--- src/rtl/dac_playback_sequencer.sv ---
// Playback sequencer: drives DAC sample-buffer read strobes/addresses from a latched config.
// Latency: trigger sampled at edge T gives first rd_en at T+1; all outputs registered.
// Backpressure: cfg_ready only in IDLE; trigger/stop are levels; DAC_SEQ_REPEAT_EN adds cfg_repeat.
module dac_playback_sequencer #(
    parameter int ADDR_W = 16,
    parameter int DIV_W  = 16
) (
    input  logic              dac_clk,
    input  logic              resetn,
    input  logic              cfg_valid,
    output logic              cfg_ready,
    input  logic [ADDR_W-1:0] cfg_start,
    input  logic [ADDR_W-1:0] cfg_len,
    input  logic [DIV_W-1:0]  cfg_div,
    input  logic              cfg_cont,
`ifdef DAC_SEQ_REPEAT_EN
    input  logic [7:0]        cfg_repeat,
`endif
    input  logic              trigger,
    input  logic              stop,
    output logic              rd_en,
    output logic [ADDR_W-1:0] rd_addr,
    output logic              busy,
    output logic              done,
    output logic              pass_end
);

    typedef enum logic [1:0] {
        IDLE  = 2'd0,
        ARMED = 2'd1,
        RUN   = 2'd2,
        DONE  = 2'd3
    } state_t;

    localparam logic [ADDR_W-1:0] ADDR_ONE = 1;
    localparam logic [DIV_W-1:0]  DIV_ONE  = 1;

    state_t            state;
    logic [ADDR_W-1:0] start_q;
    logic [ADDR_W-1:0] len_q;
    logic [DIV_W-1:0]  div_q;
    logic              cont_q;
    logic [ADDR_W-1:0] idx;
    logic [DIV_W-1:0]  div_cnt;
    // Set with the final strobe of a one-shot run; the next edge enters DONE.
    logic              fin;

    logic [ADDR_W-1:0] sidx;
    logic              strobe;
    logic              last_smp;
    logic              pass_final;

`ifdef DAC_SEQ_REPEAT_EN
    logic [7:0]        rep_q;
    logic [7:0]        pcnt;
    logic [7:0]        spcnt;
`endif

    // Strobe decision for this edge; on the trigger edge the index and pass count read as zero.
    always_comb begin
        sidx     = (state == ARMED) ? '0 : idx;
        last_smp = (sidx == len_q);
        strobe   = !stop && (((state == ARMED) && trigger) ||
                             ((state == RUN) && !fin && (div_cnt == div_q)));
`ifdef DAC_SEQ_REPEAT_EN
        spcnt      = (state == ARMED) ? 8'd0 : pcnt;
        pass_final = !cont_q && (spcnt == rep_q);
`else
        pass_final = !cont_q;
`endif
    end

    // Control FSM, sample index, divider and all registered outputs.
    always_ff @(posedge dac_clk) begin
        if (!resetn) begin
            state     <= IDLE;
            start_q   <= '0;
            len_q     <= '0;
            div_q     <= '0;
            cont_q    <= 1'b0;
            idx       <= '0;
            div_cnt   <= '0;
            fin       <= 1'b0;
            cfg_ready <= 1'b0;
            rd_en     <= 1'b0;
            rd_addr   <= '0;
            busy      <= 1'b0;
            done      <= 1'b0;
            pass_end  <= 1'b0;
`ifdef DAC_SEQ_REPEAT_EN
            rep_q     <= 8'd0;
            pcnt      <= 8'd0;
`endif
        end else begin
            rd_en    <= 1'b0;
            pass_end <= 1'b0;
            done     <= 1'b0;

            case (state)
                IDLE: begin
                    cfg_ready <= 1'b1;
                    if (cfg_valid && cfg_ready) begin
                        start_q   <= cfg_start;
                        len_q     <= cfg_len;
                        div_q     <= cfg_div;
                        cont_q    <= cfg_cont;
`ifdef DAC_SEQ_REPEAT_EN
                        rep_q     <= cfg_repeat;
`endif
                        state     <= ARMED;
                        busy      <= 1'b1;
                        cfg_ready <= 1'b0;
                    end
                end
                ARMED: begin
                    if (stop) begin
                        state     <= IDLE;
                        busy      <= 1'b0;
                        cfg_ready <= 1'b1;
                    end else if (trigger) begin
                        state   <= RUN;
                        div_cnt <= '0;
                        fin     <= 1'b0;
                    end
                end
                RUN: begin
                    if (stop) begin
                        state     <= IDLE;
                        busy      <= 1'b0;
                        cfg_ready <= 1'b1;
                    end else if (fin) begin
                        state <= DONE;
                        busy  <= 1'b0;
                        done  <= 1'b1;
                    end else if (div_cnt == div_q) begin
                        div_cnt <= '0;
                    end else begin
                        div_cnt <= div_cnt + DIV_ONE;
                    end
                end
                DONE: begin
                    state     <= IDLE;
                    cfg_ready <= 1'b1;
                end
                default: state <= IDLE;
            endcase

            if (strobe) begin
                rd_en   <= 1'b1;
                rd_addr <= start_q + sidx;
                if (last_smp) begin
                    pass_end <= 1'b1;
                    idx      <= '0;
                    if (pass_final) fin <= 1'b1;
`ifdef DAC_SEQ_REPEAT_EN
                    else pcnt <= spcnt + 8'd1;
`endif
                end else begin
                    idx <= sidx + ADDR_ONE;
`ifdef DAC_SEQ_REPEAT_EN
                    pcnt <= spcnt;
`endif
                end
            end
        end
    end

endmodule

--- config.mk ---
export PLATFORM = sky130hd
export DESIGN_NAME = dac_playback_sequencer
export DESIGN_NICKNAME = d
export VERILOG_FILES = /design/src/rtl/dac_playback_sequencer.sv
export SDC_FILE = /design/constraint.sdc
export NUM_CORES = 1
export LEC_CHECK = 0
export ABC_AREA = 1
export BUFFER_PORTS_ARGS = -buffer_cell sky130_fd_sc_hd__buf_2
export CORE_MARGIN = 4
export CORE_UTILIZATION = 37
export CTS_CLUSTER_SIZE = 12
export DETAILED_ROUTE_END_ITERATION = 8
export PLACE_DENSITY_LB_ADDON = 0.1
export SYNTH_ARGS = -nofsm -noshare
export SYNTH_HDL_FRONTEND = slang
export SYNTH_SLANG_ARGS = --single-unit
--- constraint.sdc ---
create_clock -name dac_clk -period 3.1 [get_ports dac_clk]
set_input_delay 0.155 -clock dac_clk [delete_from_list [all_inputs] [get_ports dac_clk]]
set_output_delay 0.155 -clock dac_clk [all_outputs]
set_load 0.01 [all_outputs]
==> metrics.txt <==
outcome=finished, final reports clean; Worst setup SP type=flop; post-CTS sizing=0; die area=18400 um^2; mean post-synth cell area=6.63 um^2; crit path from=state[1]$_SDFFE_PN0P_; WL final=16.8 mm; NumNets Final=1036; via count=5759; Detailed Place HPWL=12.5 mm; Peak VDD IR=0.000392 V; drt drc=0; hold_buf cts=0; switching share of power=0.388; Hold/Removal Path Class=input pin to flop; core area=15900 um^2; RSZ-0062 raised after global routing=no; Die Ht=136 um; synthesized area=6020 um^2; Starting Density=0.379; Clock Path Buffers=2; H-tree depth=3; Synthesized Nets=973; port buffer count=74; Seq cells post-synth=105; Int Pwr=2.53 mW; remaining global-route overflow=0; max-slew violation count=0; max-cap violation count=0; unique cell type count in the Yosys netlist=39; Max-Slew Margin vs Limit=0.508; Clock Tree Root=clkbuf_16; Core Util, Final=0.431; setup_tns=0 ns; Area Growth Syn to Fin=13.9%; YS warnings=0; largest net degree at the start of global routing=52; CTS tree=built; crit path DAT=2.99 ns; crit end category=flop; Reg power frac=0.401; minimum clock period=2.69 ns; clk slew on worst S/H paths=0.08 ns; CTS sink cnt=105; first-pass GRT wire length=27.0 mm; sequential area share after synthesis=0.349; Logic pwr share=0.323; final setup fails=0; Routed Antenna Nets=0; initial antenna violation count=0; Tightest Pin Transition=0.734 ns; DRT iter0 DRCs=224; num rows=46; R2R Path Start=state[1]$_SDFFE_PN0P_; TritonCTS Buffers=9; top layer used by detailed routing=met4; drt via density=4.84; antenna cell count=0; Hold Violations, Final=0; DR WL met3=587 um; f_max=372 MHz; period utilization=0.867; Global Route Usage Sum=0.186; Ports=75; kind of critical path=flop to flop; Power, Total=4.14 mW; clk_lat worst skew=0.36 ns; met2 routed WL=8.26 mm; wire per inst=14.1 um; post-route cell area=6850 um^2; Placement Cell Area=6570 um^2; vias in the first global route=5438; R2R Setup Slk=0.41 ns; Final Skew=0.0124 ns; # Post-CTS Setup Buffers=0; cells after synthesis=908; Clk pwr share=0.276; RePlAce Congestion=0.930; First-pass DRT Iterations=5; Die Span X=136 um; WL met1=7.67 mm; leakage=3.07 nW; Power Density=604 nW/um^2; crit-path max FO=32; P_sw=1.61 mW; Critical Path RT=3.40 ns; layout cells sized above 1=0.153; hold wc startpoint=cfg_div[11]
-- cell type report --
class | count | area, um^2
Fill cell | 1755 | 9030
Multi-Input combinational cell | 656 | 3310
Sequential cell | 105 | 2100
Timing Repair Buffer | 86 | 460
Inverter | 113 | 427
Tap cell | 216 | 270
Clock buffer | 9 | 225
Clock inverter | 6 | 60.1
-- kinds of logic after synthesis --
group	count (synthesis)	share of synthesized area
AO/OA/AOI/OAI	150	0.127
XOR/XNOR	35	0.0509
adder cells (fa/ha/maj)	11	0.0229
buffers and inverters	147	0.101
flip-flops	105	0.349
AND/OR/NAND/NOR	460	0.348
-- sequential cells by signal, indices dropped and copies added, names as in the netlist, 2 cells and up --
signal   cells
div_cnt     16
div_q       16
idx         16
len_q       16
rd_addr     16
start_q     16
state        2
-- cell usage after synthesis, drive strengths merged --
library cell	instances	area, um^2
nand2	242	990
a31oi	1	6.26
o21ai	53	265
buf	9	88.8
ha	11	138
clkbuf	25	93.8
nand4	13	96.3
nor3	21	135
o211ai	1	7.51
xor2	24	210
and2	1	6.26
dfxtp	105	2100
and3	1	6.26
a21boi	1	7.51
nor2	76	313
inv	112	423
a41oi	1	8.76
a21oi	92	464
nand3	102	521
a211oi	1	7.51
clkinv	1	3.75
xnor2	11	96.3
nor3b	1	7.51
nand3b	2	15.0
or2	1	6.26
-- worst max-delay path, cell delays in order (launching register included) --
cell and delay, ns:
dfxtp_1 0.34, inv_1 0.08, ha_1 0.30, inv_4 0.43, nand2_2 0.13, inv_2 0.11
ha_1 0.17, ha_1 0.14, inv_1 0.05, nand2_1 0.05, nand2_1 0.09, a21boi_1 0.27
nand2_1 0.10, nand2_1 0.08, xor2_1 0.14, nor2_1 0.05, nor2_1 0.09
-- metrics by stage --
step | setup WS, ns | std cells | hold WS, ns
CTS | 0.402 | 1191 | 0.0438
detailed placement | 0.434 | 1176 | 0.433
global route | 0.131 | 1191 | 0.0540
floorplan | 0.927 | 908 | 0.320
finish | 0.412 | 1191 | 0.0579
global placement | 0.523 | 1176 | 0.431
-- power groups by stage --
stage               sequential, mW  clock, mW  combinational, mW
CTS                           1.66       1.19               1.35
detailed placement            1.69          0               1.35
global route                  1.69       1.22               1.51
global placement              1.70          0               1.34
floorplan                     1.69          0              0.997
finish                        1.66       1.14               1.34
-- worst paths after layout --
path | to | cells past startpoint
setup / recovery | rd_addr[8]$_SDFFE_PN0P_ | 16
hold / removal | div_q[11]$_SDFFE_PN0P_ | 3
setup reg to reg | rd_addr[8]$_SDFFE_PN0P_ | 16
hold reg to reg | start_q[0]$_SDFFE_PN0P_ | 2
-- cells in the final DEF, fill, tap and decap left out, types with 2 or more instances in the layout --
master     count
nand2_1      224
a21oi_1       91
nand4_1       12
nand3b_1       2
inv_8          3
o21ai_0       52
nor3_1        15
xnor2_1       11
inv_2          8
nor2_2        11
nand3_1      100
dfxtp_1      105
inv_1        103
ha_1          11
nand2_2       12
nand3_2        2
clkbuf_16      9
nor3_2         6
nor2_1        65
buf_2         74
xor2_1        24
nand2_4        5
clkinv_4       3
buf_4         12
-- metal layers --
metal | up-vias | global-route usage
met3 | 17 | 0.0394
met2 | 104 | 0.323
li1 | 3051 | -
met1 | 2587 | 0.233
met5 | - | 0
met4 | 0 | 0.0510
No activity file was read; power rests on OpenSTA's default activity.
